`src/rtl/vr_hw3_seq_alu.sv`:
```
// Registered W-bit ALU (AND/OR/ADD/SUB/SLT plus multi-cycle shift-add MUL) with a start/done handshake.
// Optional Overflow output is enabled by defining SEQ_ALU_OVF_EN.
module vr_hw3_seq_alu #(
  parameter int W = 32
) (
  input  logic         clk,
  input  logic         rst,
  input  logic         start,
  input  logic [2:0]   ALUCtrl,
  input  logic [W-1:0] A,
  input  logic [W-1:0] B,
  output logic         busy,
  output logic         done,
  output logic [W-1:0] ALUOut,
`ifdef SEQ_ALU_OVF_EN
  output logic         Zero,
  output logic         Overflow
`else
  output logic         Zero
`endif
);

  localparam int CNTW = $clog2(W) + 1;

  localparam logic [2:0] OP_AND = 3'b000;
  localparam logic [2:0] OP_OR  = 3'b001;
  localparam logic [2:0] OP_ADD = 3'b010;
  localparam logic [2:0] OP_MUL = 3'b011;
  localparam logic [2:0] OP_SUB = 3'b110;
  localparam logic [2:0] OP_SLT = 3'b111;

  typedef enum logic [1:0] {
    S_IDLE,
    S_MUL,
    S_DONE
  } state_t;

  state_t          state;
  logic [CNTW-1:0] cnt;
  logic [W-1:0]    acc;
  logic [W-1:0]    mcand;
  logic [W-1:0]    mplier;

  logic [W-1:0]    add_a;
  logic [W-1:0]    add_b;
  logic            add_cin;
  logic [W-1:0]    sum;
  logic            s_ovf;
  logic            slt_bit;
  logic [W-1:0]    op_result;

  assign busy = (state != S_IDLE);

  // One adder serves ADD/SUB/SLT in IDLE and the acc += mcand step while multiplying.
  always_comb begin
    add_a   = A;
    add_b   = B;
    add_cin = 1'b0;
    if (state == S_MUL) begin
      add_a = acc;
      add_b = mplier[0] ? mcand : '0;
    end else if (ALUCtrl == OP_SUB || ALUCtrl == OP_SLT) begin
      add_b   = ~B;
      add_cin = 1'b1;
    end
  end

`ifdef SEQ_ALU_OVF_EN
  logic         carry;
  logic [W-1:0] mcand_hi;
  logic [W-1:0] acc_hi;
  logic [W-1:0] hi_sum;
  logic         op_ovf;

  assign {carry, sum} = {1'b0, add_a} + {1'b0, add_b} + {{W{1'b0}}, add_cin};
  // Upper half of the 2W-bit product, fed by the low adder's carry.
  assign hi_sum = acc_hi + (mplier[0] ? mcand_hi : '0) + {{(W-1){1'b0}}, carry};

  always_comb begin
    op_ovf = 1'b0;
    if (ALUCtrl == OP_ADD || ALUCtrl == OP_SUB) begin
      op_ovf = s_ovf;
    end
  end
`else
  assign sum = add_a + add_b + {{(W-1){1'b0}}, add_cin};
`endif

  assign s_ovf   = (add_a[W-1] == add_b[W-1]) && (sum[W-1] != add_a[W-1]);
  assign slt_bit = sum[W-1] ^ s_ovf;

  always_comb begin
    op_result = '0;
    case (ALUCtrl)
      OP_AND:         op_result = A & B;
      OP_OR:          op_result = A | B;
      OP_ADD, OP_SUB: op_result = sum;
      OP_SLT:         op_result = {{(W-1){1'b0}}, slt_bit};
      default:        op_result = '0;
    endcase
  end

  always_ff @(posedge clk or posedge rst) begin
    if (rst) begin
      state    <= S_IDLE;
      done     <= 1'b0;
      ALUOut   <= '0;
      Zero     <= 1'b1;
      cnt      <= '0;
      acc      <= '0;
      mcand    <= '0;
      mplier   <= '0;
`ifdef SEQ_ALU_OVF_EN
      Overflow <= 1'b0;
      acc_hi   <= '0;
      mcand_hi <= '0;
`endif
    end else begin
      done <= 1'b0;
      case (state)
        S_IDLE: begin
          if (start) begin
            if (ALUCtrl == OP_MUL) begin
              mcand  <= A;
              mplier <= B;
              acc    <= '0;
              cnt    <= CNTW'(W);
              state  <= S_MUL;
`ifdef SEQ_ALU_OVF_EN
              acc_hi   <= '0;
              mcand_hi <= '0;
`endif
            end else begin
              ALUOut <= op_result;
              Zero   <= (op_result == '0);
              done   <= 1'b1;
              state  <= S_DONE;
`ifdef SEQ_ALU_OVF_EN
              Overflow <= op_ovf;
`endif
            end
          end
        end
        S_MUL: begin
          acc    <= sum;
          mcand  <= mcand << 1;
          mplier <= mplier >> 1;
          cnt    <= cnt - CNTW'(1);
`ifdef SEQ_ALU_OVF_EN
          acc_hi   <= hi_sum;
          mcand_hi <= {mcand_hi[W-2:0], mcand[W-1]};
`endif
          // Last iteration: the adder output is already the final product.
          if (cnt == CNTW'(1)) begin
            ALUOut <= sum;
            Zero   <= (sum == '0);
            done   <= 1'b1;
            state  <= S_DONE;
`ifdef SEQ_ALU_OVF_EN
            Overflow <= (hi_sum != '0);
`endif
          end
        end
        S_DONE: state <= S_IDLE;
        default: state <= S_IDLE;
      endcase
    end
  end

endmodule

```
`config.mk`:
```
export PLATFORM = sky130hd
export DESIGN_NAME = vr_hw3_seq_alu
export DESIGN_NICKNAME = d
export VERILOG_FILES = /design/src/rtl/vr_hw3_seq_alu.sv
export SDC_FILE = /design/constraint.sdc
export NUM_CORES = 1
export LEC_CHECK = 0
export ABC_AREA = 1
export BUFFER_PORTS_ARGS = -buffer_cell sky130_fd_sc_hd__buf_2
export CORE_UTILIZATION = 50
export CTS_BUF_LIST = sky130_fd_sc_hd__clkbuf_8
export CTS_CLUSTER_SIZE = 8
export DETAILED_ROUTE_END_ITERATION = 8
export GPL_ROUTABILITY_DRIVEN = 0
export GPL_TIMING_DRIVEN = 1
export PLACE_DENSITY = 0.71
export SLEW_MARGIN = 20
export SYNTH_ARGS = -nofsm -noshare
export SYNTH_HDL_FRONTEND = slang
export SYNTH_SLANG_ARGS = --single-unit
```
`constraint.sdc`:
```
create_clock -name clk -period 14.5 [get_ports clk]
set_input_delay 2.9 -clock clk [delete_from_list [all_inputs] [get_ports clk]]
set_output_delay 2.9 -clock clk [all_outputs]
set_load 0.1 [all_outputs]
```
==> flow_metrics.py, run 1 <==
metrics = {
    "floorplanning": {
        "dieWidth_um": 145.0,
        "ios": 105,
        "rows": 51,
        "design.core.area_um2": 19720,
        "dieArea_um2": 21010,
        "die_y_um": 145.0,
        "start_util": 0.5182,
    },
    "yosys": {
        "postSynthAreaPerCell_um2": 6.678,
        "synth_flop_cell": "dfrtp_1",
        "synth_cell_types": 43,
        "netlist_area_um2": 10220,
        "synth-seq-cells": 138,
        "syn_nets": 1634,
        "syn_inst": 1530,
        "synthTopCellsByArea": "dfrtp_1, nand2_1, inv_1, o21ai_0, nor2_1",
        "async_flop_share": 1.000,
        "yosys.area.top_type": "dfrtp_1",
        "synth_common_cells": "nand2_1, inv_1, nor2_1",
        "seq_area_frac_synth": 0.3381,
        "yosysMostFrequentCell": "nand2_1",
        "synth_edf_count": 0,
        "netlist.area_leader.share": 0.3355,
        "yosysWarnings": 0,
    },
    "timing": {
        "drv_slew": 0,
        "rsz0062_at_grt": "no",
        "hold-worst-slack_ns": 0.4794,
        "post-route-min-period_ns": 6.424,
        "worst_slew_pin_slew_ns": 0.9429,
        "clock.fmax_mhz": 155.7,
        "tns_ns": 0,
        "hold_viol_final": 0,
        "setup_viol": 0,
        "finClkSkew_ns": 0.01579,
        "relSlewSlack": 0.3714,
        "finalCritPeriodShare": 0.4430,
        "fin_ws_ns": 8.076,
    },
    "layout": {
        "layout-drive-gt1-share": 0.1158,
        "syn2layout_area_growth_pct": 9.919,
        "nets": 1697,
        "final_core_util": 0.5696,
        "num-fill-cells": 1924,
        "antennaDiodeCount": 0,
    },
    "cts": {
        "clock_latency_ns": 0.47,
        "ctsLongestPathBuffers": 2,
        "cts_resized": 0,
        "cts_tree": "done",
        "cts_setup_buffers": 0,
        "clkSinkCount": 138,
        "path_clk_slew_ns": 0.09,
        "root_buffer": "clkbuf_8",
        "hold_buffers": 0,
        "h-tree-depth": 4,
        "cts_made_buffers": 17,
    },
    "min_path": {
        "holdPathEnd": "acc[15]",
        "hold_depth": 2,
        "hold_path_class": "reg -> reg",
        "worstHoldStart": "acc[15]",
    },
    "critical_path": {
        "cp_max_fo": 34,
        "start_kind": "input pin",
        "crit_type": "in -> reg",
        "slowest_stage": "fa_1",
        "reg2reg_from": "state[0]",
        "r2r_end": "Zero",
        "ff2ff_setup_slack_ns": 9.28,
        "arrival_ns": 6.84,
        "reg2regPathDepth": 25,
        "slowest_delay_ns": 0.47,
        "worstPathRequired_ns": 14.92,
        "timing.critical_path.mode_cell": "nand2_1",
        "critPathCaptureType": "flip-flop",
    },
    "drt": {
        "via_count": 11120,
        "vias_per_cell": 5.941,
        "routedWlPerCell_um": 18.75,
        "drc_errors": 0,
        "drt-pass1-iter-count": 6,
        "drtIter0Drc": 1423,
        "detail-route-antenna-nets": 0,
        "routed_wl_um": 35080,
    },
    "global_route": {
        "grt_pass1_wl_um": 55550,
        "antenna_found_initial": 0,
        "gr-total-overflow": 0,
        "grt_usage": 0.3404,
        "grt_max_degree": 98,
        "grt_pass1_vias": 10110,
    },
    "run": {
        "drv_cap": 0,
    },
    "power_and_ir_drop": {
        "ir_drop_mv": 0.1290,
        "p_leak_nw": 5.670,
        "design_power_total_mw": 2.674,
        "p_per_area_nw_per_um2": 238.1,
    },
    "place": {
        "hpwl_um": 26540,
        "dp_slack_ns": 7.714,
        "io_buffer_count": 104,
    },
    "status": {
        "status": "finished, final reports clean",
    },
}
[metrics by stage]
step	cell area, µm²	cells
global placement	10830	1839
CTS	11230	1871
finish	11230	1871
floorplan	10220	1530
detailed placement	10830	1839
global route	11230	1871
[how the worst max path moves through the flow]
| stage | start | to | slack [ns] | depth (start not counted) |
|---|---|---|---|---|
| finish | ALUCtrl[1] | Zero | 8.08 | 25 |
| global route | ALUCtrl[1] | Zero | 7.74 | 25 |
| floorplan | rst | ALUOut[0] | 7.91 | 1 |
| global placement | ALUCtrl[1] | Zero | 7.76 | 25 |
| CTS | ALUCtrl[1] | Zero | 8.18 | 25 |
| detailed placement | ALUCtrl[1] | Zero | 7.71 | 25 |
[worst max-delay path, delay by kind of cell]
kind | cells | cell delay, ns
AO/OA/AOI/OAI | 2 | 0.36
adder cells (fa/ha/maj) | 2 | 0.84
buffers and inverters | 4 | 0.50
AND/OR/NAND/NOR | 17 | 2.23
[layout make-up]
cell class / count / area [µm²] / area share
multi-input cells: 1118 / 5688 / 0.5065
flip-flops and latches: 138 / 3455 / 0.3076
inverters: 206 / 779.5 / 0.06941
repair buffers: 112 / 580.6 / 0.05169
well taps: 265 / 331.6 / 0.02952
clock buffers: 18 / 247.7 / 0.02206
clock inverters: 14 / 148.9 / 0.01326
[report_power, final]
part	internal, mW	total (mW)	switching [mW]
clock	0.158	0.326	0.168
combinational	0.432	1.67	1.24
sequential	0.576	0.678	0.102
total	1.17	2.67	1.51
[cells in the final DEF, fill, tap and decap left out, types with 8 or more instances in the layout]
| cell type | instances |
|---|---|
| nor2_1 | 172 |
| inv_2 | 10 |
| a31oi_1 | 54 |
| o21ai_0 | 136 |
| a22oi_1 | 31 |
| clkbuf_8 | 18 |
| ha_1 | 32 |
| dfrtp_1 | 137 |
| o22ai_1 | 32 |
| o31ai_1 | 29 |
| and2_1 | 8 |
| nand4_1 | 10 |
| inv_1 | 195 |
| buf_2 | 104 |
| buf_4 | 8 |
| nand2_1 | 375 |
| nand2_2 | 17 |
| nand3b_1 | 15 |
| nor3_1 | 14 |
| a21oi_1 | 49 |
| o211ai_1 | 12 |
| nand3_1 | 88 |
[cells by family after synthesis]
kind of cell,synth area share
buffers and inverters,0.1057
AOI/OAI and AO/OA,0.2181
and+or+nand+nor,0.2916
adders and majority gates,0.04311
DFF,0.3381
xor gates and xnor gates,0.003428
[sequential cells by signal, indices dropped and copies added, names as in the netlist]
name	count
ALUOut	32
acc	32
mcand	32
mplier	32
cnt	6
state	2
Zero	1
done	1
[per-layer routing]
| layer | vias up | global-route usage | part of all wire |
|---|---|---|---|
| met4 | 0 | 0.1176 | 0.029 |
| met3 | 67 | 0.09182 | 0.12 |
| met1 | 5186 | 0.4996 | 0.44 |
| li1 | 5207 | - | - |
| met5 | - | 0 | 0 |
| met2 | 655 | 0.4760 | 0.41 |
Power figures use the tool's default switching activity.
==> run 2: changes to the inputs <==
--- a/config.mk
+++ b/config.mk
@@ -13,7 +13,7 @@
 export DETAILED_ROUTE_END_ITERATION = 8
 export GPL_ROUTABILITY_DRIVEN = 0
 export GPL_TIMING_DRIVEN = 1
-export PLACE_DENSITY = 0.71
+export PLACE_DENSITY = 0.74
 export SLEW_MARGIN = 20
 export SYNTH_ARGS = -nofsm -noshare
 export SYNTH_HDL_FRONTEND = slang
==> constraint.sdc (replaced) <==
create_clock -name clk -period 5.5 [get_ports clk]
set_input_delay 1.1 -clock clk [delete_from_list [all_inputs] [get_ports clk]]
set_output_delay 1.1 -clock clk [all_outputs]
set_load 0.1 [all_outputs]
==> flow_metrics.py, run 2 (synthesis gave the netlist of run 1 again) <==
metrics = {
    "status": {
        "status": "finished, final reports clean",
    },
    "drt": {
        "drt-pass1-iter-count": 8,
        "drc_errors": 0,
        "detail-route-antenna-nets": 0,
        "routed_wl_um": 34930,
        "via_count": 11190,
        "routedWlPerCell_um": 18.65,
        "drtIter0Drc": 1778,
        "vias_per_cell": 5.975,
    },
    "layout": {
        "final_cell_mix": "nand2_1, inv_1, nor2_1",
        "nets": 1699,
        "fin_cells": 1873,
        "syn2layout_area_growth_pct": 10.36,
        "regArea_um2": 3455,
        "num-fill-cells": 1918,
        "multi_input_area_um2": 5688,
        "antennaDiodeCount": 0,
        "layout-drive-gt1-share": 0.1169,
        "layout_commonest_cell": "nand2_1",
    },
    "critical_path": {
        "critPathCaptureType": "flip-flop",
        "arrival_ns": 4.62,
        "crit_type": "in -> reg",
        "worstPathRequired_ns": 5.92,
        "reg2regPathDepth": 20,
        "start_kind": "input pin",
        "worstSetupStartpoint": "ALUCtrl[2]",
        "reg2reg_from": "state[0]",
        "cp_max_fo": 17,
    },
    "timing": {
        "drv_slew": 0,
        "worst_slew_pin_slew_ns": 1.046,
        "rsz0062_at_grt": "no",
        "setup_viol": 0,
        "finalCritPeriodShare": 0.7639,
        "tns_ns": 0,
        "clock.fmax_mhz": 238.0,
        "relSlewSlack": 0.3017,
        "hold_viol_final": 0,
        "hold-worst-slack_ns": 0.4889,
        "post-route-min-period_ns": 4.202,
        "finClkSkew_ns": 0.01591,
    },
    "floorplanning": {
        "dieWidth_um": 145.0,
        "ios": 105,
        "start_util": 0.5182,
        "rows": 51,
        "design.core.area_um2": 19720,
        "die_y_um": 145.0,
        "dieArea_um2": 21010,
    },
    "min_path": {
        "hold_depth": 2,
        "worstHoldStart": "acc[15]",
        "hold_path_class": "reg -> reg",
    },
    "cts": {
        "cts_resized": 0,
        "path_clk_slew_ns": 0.09,
        "cts_setup_buffers": 0,
        "h-tree-depth": 4,
        "clock_latency_ns": 0.48,
        "cts_tree": "done",
        "ctsLongestPathBuffers": 2,
        "hold_buffers": 0,
        "root_buffer": "clkbuf_8",
        "clkSinkCount": 138,
        "cts_made_buffers": 17,
    },
    "power_and_ir_drop": {
        "ir_drop_mv": 0.3603,
        "p_leak_nw": 5.697,
        "p_per_area_nw_per_um2": 631.5,
    },
    "global_route": {
        "antenna_found_initial": 0,
        "grt_usage": 0.3319,
        "grt_pass1_vias": 10010,
        "gr-total-overflow": 0,
        "grt_max_degree": 101,
        "grt_pass1_wl_um": 54390,
    },
    "run": {
        "drv_cap": 0,
    },
    "place": {
        "io_buffer_count": 104,
        "dp.cells": 1841,
        "hpwl_um": 26370,
    },
}
run 2: final timing paths:
| path | slack, ns | to |
|---|---|---|
| worst min register to register | 0.49 | acc[15] |
| worst max-delay path | 1.30 | Zero |
| worst max register to register | 1.51 | Zero |
| max in group asynchronous | 3.58 | mcand[4] |
| min in group asynchronous | 0.82 | cnt[1] |
| worst min-delay path | 0.49 | acc[15] |
run 2: area by class of cell:
class                      instances  area share
sequential                       138      0.3064
tap                              265     0.02941
multi-input combinational       1118      0.5044
timing repair buffer             114     0.05393
inverter                         206     0.06935
clock inverter                    15     0.01576
clock buffer                      17     0.02075
run 2: per-stage QoR:
stage	setup WS (ns)	total power [mW]	utilization	instance area (µm²)
detailed placement	0.8770	6.123	0.5509	10860
finish	1.298	7.121	0.5719	11280
floorplan	0.7055	5.138	-	10220
global route	0.9677	7.582	0.5719	11280
global placement	1.052	6.044	0.5509	10860
CTS	1.369	7.019	0.5718	11270
run 2: worst max-delay path, stage by stage:
cell and delay (ns):
buf_2 0.12, nand2_2 0.24, nor2_1 0.29, inv_1 0.15, o221ai_1 0.23, fa_1 0.37
inv_1 0.10, fa_1 0.45, inv_1 0.09, nand3_1 0.10, nand2_2 0.14, nand2_2 0.06
nand2_1 0.08, nand2_1 0.06, and2_1 0.16, nor2_1 0.10, nand2_1 0.07, nor2_1 0.13
nand3_1 0.11, nor2_1 0.10, nand2_1 0.05, nor2_1 0.09, nor2_1 0.06, a21oi_2 0.14
run 2: power by group:
| group | total (mW) | internal (mW) | switching (mW) |
|---|---|---|---|
| Sequential | 1.79 | 1.52 | 0.271 |
| Combinational | 4.43 | 1.15 | 3.28 |
| Clock | 0.902 | 0.449 | 0.453 |
| Total | 7.12 | 3.12 | 4.00 |
run 2: layer usage:
layer | vias up | wire length (µm) | track usage
li1 | 5220 | - | -
met5 | - | 0 | 0
met1 | 5152 | 15220 | 0.4923
met4 | 0 | 1115 | 0.1144
met2 | 728 | 14260 | 0.4656
met3 | 92 | 4343 | 0.07862
